==> src/rtl/imem_loader_pkg.sv <==
// Shared types and constants for the instruction-memory loader.
package imem_loader_pkg;

    typedef enum logic [2:0] {IDLE, LEN, DATA, DONE, ERROR} loader_state_t;

    localparam logic [7:0] SYNC_BYTE      = 8'hA5;
    localparam int         WORD_WIDTH     = 32;
    localparam int         BYTES_PER_WORD = WORD_WIDTH / 8;

endpackage

==> src/rtl/loader_timeout.sv <==
// Idle-cycle counter for the loader; expired stays high once the limit is reached
// until cleared.
module loader_timeout #(
    parameter int TIMEOUT_CYCLES = 100000
) (
    input  logic clk,
    input  logic rst,
    input  logic clear,
    input  logic enable,
    output logic expired
);

    localparam int CNT_W = $clog2(TIMEOUT_CYCLES + 1);

    logic [CNT_W-1:0] count;

    assign expired = (count == CNT_W'(TIMEOUT_CYCLES));

    always_ff @(posedge clk) begin
        if (rst || clear) begin
            count <= '0;
        end else if (enable && !expired) begin
            count <= count + 1'b1;
        end
    end

endmodule

==> src/rtl/imem_loader.sv <==
// Frame-driven instruction memory writer: sync 0xA5, word count N, then 4*N
// little-endian bytes written to imem from word address 0 while the core is held.
import imem_loader_pkg::*;

module imem_loader #(
    parameter int ADDR_WIDTH     = 5,
    parameter int DATA_WIDTH     = 32,
    parameter int TIMEOUT_CYCLES = 100000
) (
    input  logic                  clk,
    input  logic                  rst,
    input  logic [7:0]            rx_data,
    input  logic                  rx_valid,
    output logic                  rx_ready,
    output logic                  mem_we,
    output logic [ADDR_WIDTH-1:0] mem_addr,
    output logic [DATA_WIDTH-1:0] mem_wdata,
    output logic                  cpu_hold,
    output logic                  done,
    output logic                  err
);

    localparam int DEPTH  = 2 ** ADDR_WIDTH;
    localparam int LANE_W = $clog2(BYTES_PER_WORD);

    loader_state_t         state, state_next;
    logic                  accept, in_frame, expired;
    logic                  len_bad, lane_last, word_last;
    logic [ADDR_WIDTH:0]   len, word_cnt;
    logic [LANE_W-1:0]     byte_cnt;
    logic [DATA_WIDTH-1:0] word_buf;

    assign in_frame  = (state == LEN) || (state == DATA);
    assign rx_ready  = !rst && ((state == IDLE) || in_frame);
    assign accept    = rx_valid && rx_ready;
    assign done      = (state == DONE);
    assign len_bad   = (rx_data == 8'd0) || (int'(rx_data) > DEPTH);
    assign lane_last = (byte_cnt == LANE_W'(BYTES_PER_WORD - 1));
    assign word_last = (word_cnt == len - 1'b1);

    loader_timeout #(
        .TIMEOUT_CYCLES(TIMEOUT_CYCLES)
    ) u_timeout (
        .clk    (clk),
        .rst    (rst),
        .clear  (accept || !in_frame),
        .enable (in_frame),
        .expired(expired)
    );

    always_ff @(posedge clk) begin
        if (rst) begin
            state <= IDLE;
        end else begin
            state <= state_next;
        end
    end

    // An accepted byte takes priority over an expiring timeout in the same cycle.
    always_comb begin
        state_next = state;
        case (state)
            IDLE: if (accept && rx_data == SYNC_BYTE) state_next = LEN;
            LEN: begin
                if (accept)       state_next = len_bad ? ERROR : DATA;
                else if (expired) state_next = ERROR;
            end
            DATA: begin
                if (accept) begin
                    if (lane_last && word_last) state_next = DONE;
                end else if (expired) begin
                    state_next = ERROR;
                end
            end
            DONE:    state_next = IDLE;
            ERROR:   state_next = IDLE;
            default: state_next = IDLE;
        endcase
    end

    always_ff @(posedge clk) begin
        if (rst) begin
            mem_we    <= 1'b0;
            mem_addr  <= '0;
            mem_wdata <= '0;
            cpu_hold  <= 1'b0;
            err       <= 1'b0;
            len       <= '0;
            word_cnt  <= '0;
            byte_cnt  <= '0;
            word_buf  <= '0;
        end else begin
            mem_we <= 1'b0;
            case (state)
                IDLE: begin
                    if (accept && rx_data == SYNC_BYTE) begin
                        cpu_hold <= 1'b1;
                        err      <= 1'b0;
                    end
                end
                LEN: begin
                    if (accept && !len_bad) begin
                        len      <= rx_data[ADDR_WIDTH:0];
                        word_cnt <= '0;
                        byte_cnt <= '0;
                    end
                end
                DATA: begin
                    if (accept) begin
                        word_buf[byte_cnt*8 +: 8] <= rx_data;
                        byte_cnt                  <= byte_cnt + 1'b1;
                        if (lane_last) begin
                            mem_we    <= 1'b1;
                            mem_wdata <= {rx_data, word_buf[DATA_WIDTH-9:0]};
                            mem_addr  <= word_cnt[ADDR_WIDTH-1:0];
                            word_cnt  <= word_cnt + 1'b1;
                        end
                    end
                end
                DONE: cpu_hold <= 1'b0;
                ERROR: begin
                    cpu_hold <= 1'b0;
                    err      <= 1'b1;
                end
                default: ;
            endcase
        end
    end

endmodule
==> config.mk <==
export PLATFORM = sky130hd
export DESIGN_NAME = imem_loader
export DESIGN_NICKNAME = d
export VERILOG_FILES = /design/src/rtl/imem_loader_pkg.sv /design/src/rtl/loader_timeout.sv /design/src/rtl/imem_loader.sv
export SDC_FILE = /design/constraint.sdc
export NUM_CORES = 1
export LEC_CHECK = 0
export BUFFER_PORTS_ARGS = -buffer_cell sky130_fd_sc_hd__clkbuf_2
export CAP_MARGIN = 20
export CORE_AREA = 3 3 94 96
export DETAILED_ROUTE_END_ITERATION = 12
export DIE_AREA = 0 0 97 99
export PLACE_DENSITY_LB_ADDON = 0.2
export SETUP_SLACK_MARGIN = 0.02
export SLEW_MARGIN = 25
export SYNTH_ARGS = -nofsm -noshare
export SYNTH_HDL_FRONTEND = slang
export SYNTH_SLANG_ARGS = --single-unit
==> constraint.sdc <==
create_clock -name clk -period 1.9 [get_ports clk]
set_clock_uncertainty 0.1 [all_clocks]
set_input_delay 0 -clock clk [delete_from_list [all_inputs] [get_ports clk]]
set_output_delay 0 -clock clk [all_outputs]
set_load 0.01 [all_outputs]
==> flow_summary.ini, run 1 <==
[critical_path]
worstSetupPathDepth = 7
critical_path.max_stage_delay_ns = 0.38
crit_chain = inv_2 -> ha_4 -> o21ba_4 -> a221oi_4 -> a41oi_2 -> o41ai_2 -> o211a_1
cp.arrival_ns = 2.07
reg_to_reg_endpoint = state[0]$_SDFFE_PP0P_
critPathLaunchType = flop
reg2reg_depth = 7
path_buf_inv = 1
slowest_stage = sky130_fd_sc_hd__o41ai_2
crit_fanout = 4
cell_family_with_the_largest_share_of_critical_path_delay = compound AO/OA/AOI/OAI gates
worst-endpoint-required_ns = 2.11
reg2reg_slack_ns = 0.04
critical_path.reg2reg.startpoint = len[1]$_SDFFE_PP0P_
criticalPathCategory = reg -> reg
worst_setup_path_end_kind = flop

[detailed_routing]
drt_pre_antenna_iters = 4
wirelength_mm = 10.6
drc = 0
post_drt_wl_per_cell_um = 14.6
viasPerCell = 5.42
detailedRoute.firstIterationViolations = 202
via_count = 3916
drtAntennaViolNets = 0

[cts]
worst_path_clk_slew_ns = 0.10
tritoncts_clock_tree = done
cts-htree-levels = 3
cts_num_sinks = 98
max-clock-path-buffers = 2
clock_insertion_delay_worst_skew_ns = 0.37
cts-buffers-inserted = 9
cts.root.buffer_cell = sky130_fd_sc_hd__clkbuf_8

[place]
dp.final_hpwl_mm = 7.16
dp_worst_setup_slack_ns = -0.0249
gpl.final_weighted_congestion = 0.882
io_buffers = 52
numPlacedInstances = 690

[sta]
timing.final.crit_period_ns = 1.86
achievable_freq_mhz = 537
hold_viol = 0
setup_tns_ns = 0
slew_violations = 0
rsz_0062_raised_after_global_routing = yes
final.period_utilization_pct = 98.0
slew_headroom_pct = 59.6
worst_hold_slack_after_final_layout_ns = 0.0548
setup-violations-final = 0
worst_slew_pin_slew_ns = 0.606
timing.final.ws_setup_ns = 0.0388

[die]
die_height_um = 99
floorplan.rows = 33
initial_utilization_pct = 51.6
core_region_area_um2 = 8130
fp.dieArea_um2 = 9600
die_width_um = 97
ioPinCount = 53

[cells_and_area]
synthToLayoutAreaGrowth_pct = 25.4
fillCellCount = 708
finalNetCount = 632
final_common_cell = sky130_fd_sc_hd__nand2_1
final_layout_size_suffix_gt1_share_pct = 25.4
antenna_cells = 0
final-seq-area_um2 = 1980
final-instance-count-excl-fill = 722
layout_common_cells = 118 x sky130_fd_sc_hd__nand2_1, 88 x sky130_fd_sc_hd__dfxtp_1, 77 x sky130_fd_sc_hd__a21oi_1, 52 x sky130_fd_sc_hd__clkbuf_2, 52 x sky130_fd_sc_hd__buf_4
multiInputGateArea_um2 = 2200

[global_routing]
grt_start_max_net_pins = 62
grt-ovfl-total = 0
globalRouteTotalUtil_pct = 22.4
grt_pass1_vias = 3837
grt_first_pass_wirelength_mm = 17.8
grt_antenna_before_repair = 0

[logic_synthesis]
post_synth_num_cell_types = 51
synth-seq-cells = 98
synthDominantAreaCellType = sky130_fd_sc_hd__dfxtp_1
netlist.area_leader.share_pct = 46.7
post_synth.cell_area_avg_um2 = 8.11
ys.flop_type = sky130_fd_sc_hd__dfxtp_1
synth_area_um2 = 4200
number_of_enable_type_register_cells_in_the_synthesized_netlist = 0
synthesis.nets = 538
syn-instance-count = 518
synth_top_cells_by_area = sky130_fd_sc_hd__dfxtp_1 47%, sky130_fd_sc_hd__nand2_1 11%, sky130_fd_sc_hd__a21oi_1 9.3%
ys_async_sr_fraction_pct = 0
yosys_warnings = 0
register_area_share_after_synthesis_pct = 46.7

[power]
power.density_nw_per_um2 = 662
vdd.ir_drop.worst_uv = 336
cellLeakagePower_nw = 2.01

[min_path]
holdCritPathClass = in -> reg
worst_hold_path.endpoint = state[1]$_SDFFE_PP0P_
min_delay_path_depth = 5
holdCritStartpoint = rx_data[3]

[run]
drv.max_cap_violation_count = 0

[outcome]
run_status = complete, no violations
report_power, final:
part           internal [mW]  switching (mW)  total [mW]
registers               2.05         0.00681        2.06
logic                 0.0659          0.0987       0.165
clock network          0.515           0.749        1.26
area by class of cell:
class / count / area share [%]
well taps: 105 / 2.49
flip-flops and latches: 98 / 37.5
inverters: 8 / 0.570
clock buffers: 10 / 2.61
multi-input cells: 381 / 41.8
clock inverters: 6 / 0.784
repair buffers: 114 / 14.3
per-layer routing:
metal / global-route usage (%) / wire [µm]
met1: 28.6 / 4870
met2: 38.2 / 5150
met3: 4.32 / 397
met4: 7.88 / 149
met5: 0 / 0
sequential cells by signal (all words and copies together), names as in the netlist:
| signal | flops |
|---|---|
| mem_wdata | 32 |
| mem_we | 1 |
| state | 3 |
| word_buf | 24 |
| mem_addr | 5 |
| len | 6 |
| err | 1 |
| u_timeout.count | 17 |
| byte_cnt | 2 |
| cpu_hold | 1 |
| word_cnt | 6 |
cells by family (layout without fill, tap and decap cells):
logic type,count (synthesis),count (layout),synth area share (%)
and+or+nand+nor,241,241,27.1
AOI/OAI and AO/OA,107,107,14.5
DFF,98,98,46.7
buffers and inverters,39,138,3.61
xor gates and xnor gates,17,17,3.55
adders and majority gates,9,9,2.68
muxes,7,7,1.79
tightest hold or removal path, stage by stage:
cell and delay [ns]:
sky130_fd_sc_hd__clkbuf_2 0.08, sky130_fd_sc_hd__or3_1 0.13, sky130_fd_sc_hd__o31ai_1 0.09, sky130_fd_sc_hd__nand3_1 0.11, sky130_fd_sc_hd__a21oi_1 0.07
worst max path at each step:
stage                                      from                              end
3_5_place_dp                len[1]$_SDFFE_PP0P_            state[0]$_SDFFE_PP0P_
5_1_grt                     len[1]$_SDFFE_PP0P_            state[0]$_SDFFE_PP0P_
2_1_floorplan             state[2]$_SDFFE_PP0P_  u_timeout.count[5]$_SDFFE_PP0P_
3_3_place_gp   u_timeout.count[10]$_SDFFE_PP0P_            state[2]$_SDFFE_PP0P_
6_report                    len[1]$_SDFFE_PP0P_            state[0]$_SDFFE_PP0P_
4_1_cts         u_timeout.count[7]$_SDFFE_PP0P_            state[2]$_SDFFE_PP0P_
per-stage QoR:
stage	total power, mW	instance area (µm²)	utilization (%)
after floorplan	2.18	4200	-
after global placement	2.25	4810	59.2
after global routing	3.62	5270	64.8
after CTS	3.51	5120	63.0
final	3.49	5270	64.8
after detailed placement	2.25	4810	59.2
cells in the mapped netlist (2+ instances only):
cell type                  number
sky130_fd_sc_hd__ha_1           9
sky130_fd_sc_hd__nor4bb_1       2
sky130_fd_sc_hd__a311oi_1       2
sky130_fd_sc_hd__nor3_1         5
sky130_fd_sc_hd__a221oi_1       2
sky130_fd_sc_hd__o21a_1         2
sky130_fd_sc_hd__nor3b_2        2
sky130_fd_sc_hd__nand2b_1       2
sky130_fd_sc_hd__nand3b_1       5
sky130_fd_sc_hd__xor2_1        10
sky130_fd_sc_hd__a211oi_1       3
sky130_fd_sc_hd__nand2_1      118
sky130_fd_sc_hd__dfxtp_1       98
sky130_fd_sc_hd__a21oi_1       78
sky130_fd_sc_hd__and2_1         2
sky130_fd_sc_hd__nor3b_1        3
sky130_fd_sc_hd__nand3_1       39
sky130_fd_sc_hd__clkbuf_1      28
sky130_fd_sc_hd__or3_1          9
sky130_fd_sc_hd__and3_1         9
sky130_fd_sc_hd__o21ai_0        9
sky130_fd_sc_hd__xnor2_1        7
sky130_fd_sc_hd__nor4_1         2
sky130_fd_sc_hd__inv_1          7
sky130_fd_sc_hd__nand4_1        7
sky130_fd_sc_hd__or2_2          2
sky130_fd_sc_hd__o31ai_1        2
sky130_fd_sc_hd__nor2_1        26
sky130_fd_sc_hd__mux2i_1        6
repair_timing:
item | 4_1_cts | 5_1_grt
pin swaps | 3 | 9
hold buffers | 10 | 0
gates cloned | 0 | 0
setup endpoints to repair | 6 | 50
resized for setup | 7 | 29
setup buffers | 1 | 5
hold endpoints to repair | 42 | 0
Power figures use the tool's default switching activity.
==> run 2, diff against run 1 <==
Settings changed: CELL_PAD_IN_SITES_DETAIL_PLACEMENT set to 1, CELL_PAD_IN_SITES_GLOBAL_PLACEMENT set to 2, CORE_AREA 3 3 94 96 to 3 3 121 123, DIE_AREA 0 0 97 99 to 0 0 124 126.
==> flow_summary.ini, run 2 (synthesis gave the netlist of run 1 again) <==
[die]
core_region_area_um2 = 13800
floorplan.rows = 43
ioPinCount = 53
initial_utilization_pct = 30.5
fp.dieArea_um2 = 15600
die_height_um = 126
die_width_um = 124

[detailed_routing]
drt_pre_antenna_iters = 4
drtAntennaViolNets = 0
detailedRoute.firstIterationViolations = 152
viasPerCell = 4.95
detail_route.wirelength.met1_mm = 5.92
met2RoutedLength_mm = 6.10
top_layer = met4
wirelength_mm = 12.5
via_count = 3961
post_drt_wl_per_cell_um = 15.7
drc = 0
met3_wirelength_um = 374

[cts]
cts_num_sinks = 98
tritoncts_clock_tree = done
clock_insertion_delay_worst_skew_ns = 0.34
cts-buffers-inserted = 9
max-clock-path-buffers = 2
cts.root.buffer_cell = sky130_fd_sc_hd__clkbuf_16
worst_path_clk_slew_ns = 0.06
cts-htree-levels = 3

[sta]
worst_slew_pin_slew_ns = 0.535
worst_hold_slack_after_final_layout_ns = 0.275
setup-violations-final = 0
rsz_0062_raised_after_global_routing = yes
slew_violations = 0
achievable_freq_mhz = 542
timing.final.ws_setup_ns = 0.0543
final.period_utilization_pct = 97.1
hold_viol = 0
slew_headroom_pct = 64.1
timing.final.crit_period_ns = 1.85

[critical_path]
critical_path.max_stage_delay_ns = 0.38
criticalPathCategory = reg -> reg
crit_chain = buf_4 -> and4_4 -> and3_1 -> nand4_1 -> buf_6 -> or3_4 -> a21oi_2
worst_setup_path_end_kind = flop
cp.arrival_ns = 2.02
critPathLaunchType = flop
slowest_stage = sky130_fd_sc_hd__dfxtp_1
worst-endpoint-required_ns = 2.08
reg2reg_depth = 7
crit_fanout = 8

[global_routing]
grt_start_max_net_pins = 44
grt-ovfl-total = 0
globalRouteTotalUtil_pct = 16.5
grt_first_pass_wirelength_mm = 20.7
grt_antenna_before_repair = 0
grt_pass1_vias = 4199

[place]
gpl.final_weighted_congestion = 0.776
dp.final_hpwl_mm = 8.71
dp_worst_setup_slack_ns = -0.0693
io_buffers = 52
numPlacedInstances = 770

[min_path]
holdCritPathClass = in -> reg
min_delay_path_depth = 5

[run]
drv.max_cap_violation_count = 0

[cells_and_area]
max_flop_register = mem_wdata
final_common_cell = sky130_fd_sc_hd__nand2_1
synthToLayoutAreaGrowth_pct = 33.0
finalNetCount = 637
largest_register_ffs = 32
layout_common_cells = 117 x sky130_fd_sc_hd__nand2_1, 94 x sky130_fd_sc_hd__dfxtp_1, 74 x sky130_fd_sc_hd__a21oi_1, 53 x sky130_fd_sc_hd__buf_4, 52 x sky130_fd_sc_hd__clkbuf_2
final-instance-count-excl-fill = 801
antenna_cells = 0
fillCellCount = 1696
final_layout_size_suffix_gt1_share_pct = 25.6
largestRegisters = mem_wdata: 32 flops, word_buf: 24 flops, u_timeout.count: 17 flops

[power]
vdd.ir_drop.worst_uv = 523
cellLeakagePower_nw = 2.10
power.density_nw_per_um2 = 777

[outcome]
run_status = complete, no violations
==> run 2: cell types whose count changed in the layout (fill, tap and decap cells not counted), moves of 4 or more <==
cell,previous run,this run
sky130_fd_sc_hd__buf_6,0,4
sky130_fd_sc_hd__clkbuf_16,0,9
sky130_fd_sc_hd__clkbuf_8,10,1
sky130_fd_sc_hd__dfxtp_1,88,94
sky130_fd_sc_hd__dfxtp_2,9,4
==> run 2: metal layers <==
metal / GRT usage [%] / up-vias
met2: 28.1 / 39
li1: - / 1979
met3: 3.95 / 11
met1: 21.3 / 1932
met5: 0 / -
met4: 3.41 / 0
==> run 2: path summary, 6_finish.rpt <==
kind                                   startpoint                               end  slack [ns]
setup reg to reg  u_timeout.count[4]$_SDFFE_PP0P_  u_timeout.count[12]$_SDFFE_PP0P_        0.05
hold reg to reg         word_buf[20]$_SDFFE_PP0P_         word_buf[20]$_SDFFE_PP0P_        0.35
hold / removal                         rx_data[4]          word_cnt[3]$_SDFFE_PP0P_        0.28
setup / recovery  u_timeout.count[4]$_SDFFE_PP0P_  u_timeout.count[12]$_SDFFE_PP0P_        0.05
==> run 2: layout make-up <==
cell class | count | area (µm²) | area share (%)
Multi-Input combinational cell | 381 | 2210 | 39.6
Sequential cell | 98 | 1970 | 35.2
Timing Repair Buffer | 119 | 803 | 14.4
Clock buffer | 10 | 239 | 4.28
Tap cell | 180 | 225 | 4.03
Clock inverter | 5 | 103 | 1.84
Inverter | 8 | 35.0 | 0.627
==> run 2: timing repair <==
| item | 4_1_cts | 5_1_grt |
|---|---|---|
| setup endpoints to repair | 19 | 72 |
| hold buffers | 10 | 0 |
| resized for setup | 3 | 35 |
| hold endpoints to repair | 28 | 0 |
| pin swaps | 1 | 13 |
| setup buffers | 1 | 5 |
==> run 2: power breakdown <==
part / switching [mW] / total [mW] / leakage [nW] / internal, mW
sequential: 0.00546 / 2.06 / 0.791 / 2.06
combinational: 0.106 / 0.172 / 1.15 / 0.0661
clock: 0.797 / 2.11 / 0.165 / 1.31
total: 0.908 / 4.34 / 2.10 / 3.44
==> run 2: through the flow <==
stage / total power [mW] / instance area [µm²] / util, % / TNS [ns]
2_1_floorplan: 2.18 / 4200 / - / 0
3_3_place_gp: 2.26 / 4950 / 35.9 / 0
3_5_place_dp: 2.26 / 4950 / 35.9 / -0.0754
4_1_cts: 4.40 / 5400 / 39.2 / 0
5_1_grt: 4.50 / 5590 / 40.6 / -0.229
6_report: 4.34 / 5590 / 40.6 / 0
==> run 2: worst max-delay path: cells and delay by family (launching register included) <==
kind	cells	cell delay, ns
and+or+nand+nor	4	0.87
DFF	1	0.38
buffers and inverters	2	0.30
AOI/OAI and AO/OA	1	0.13
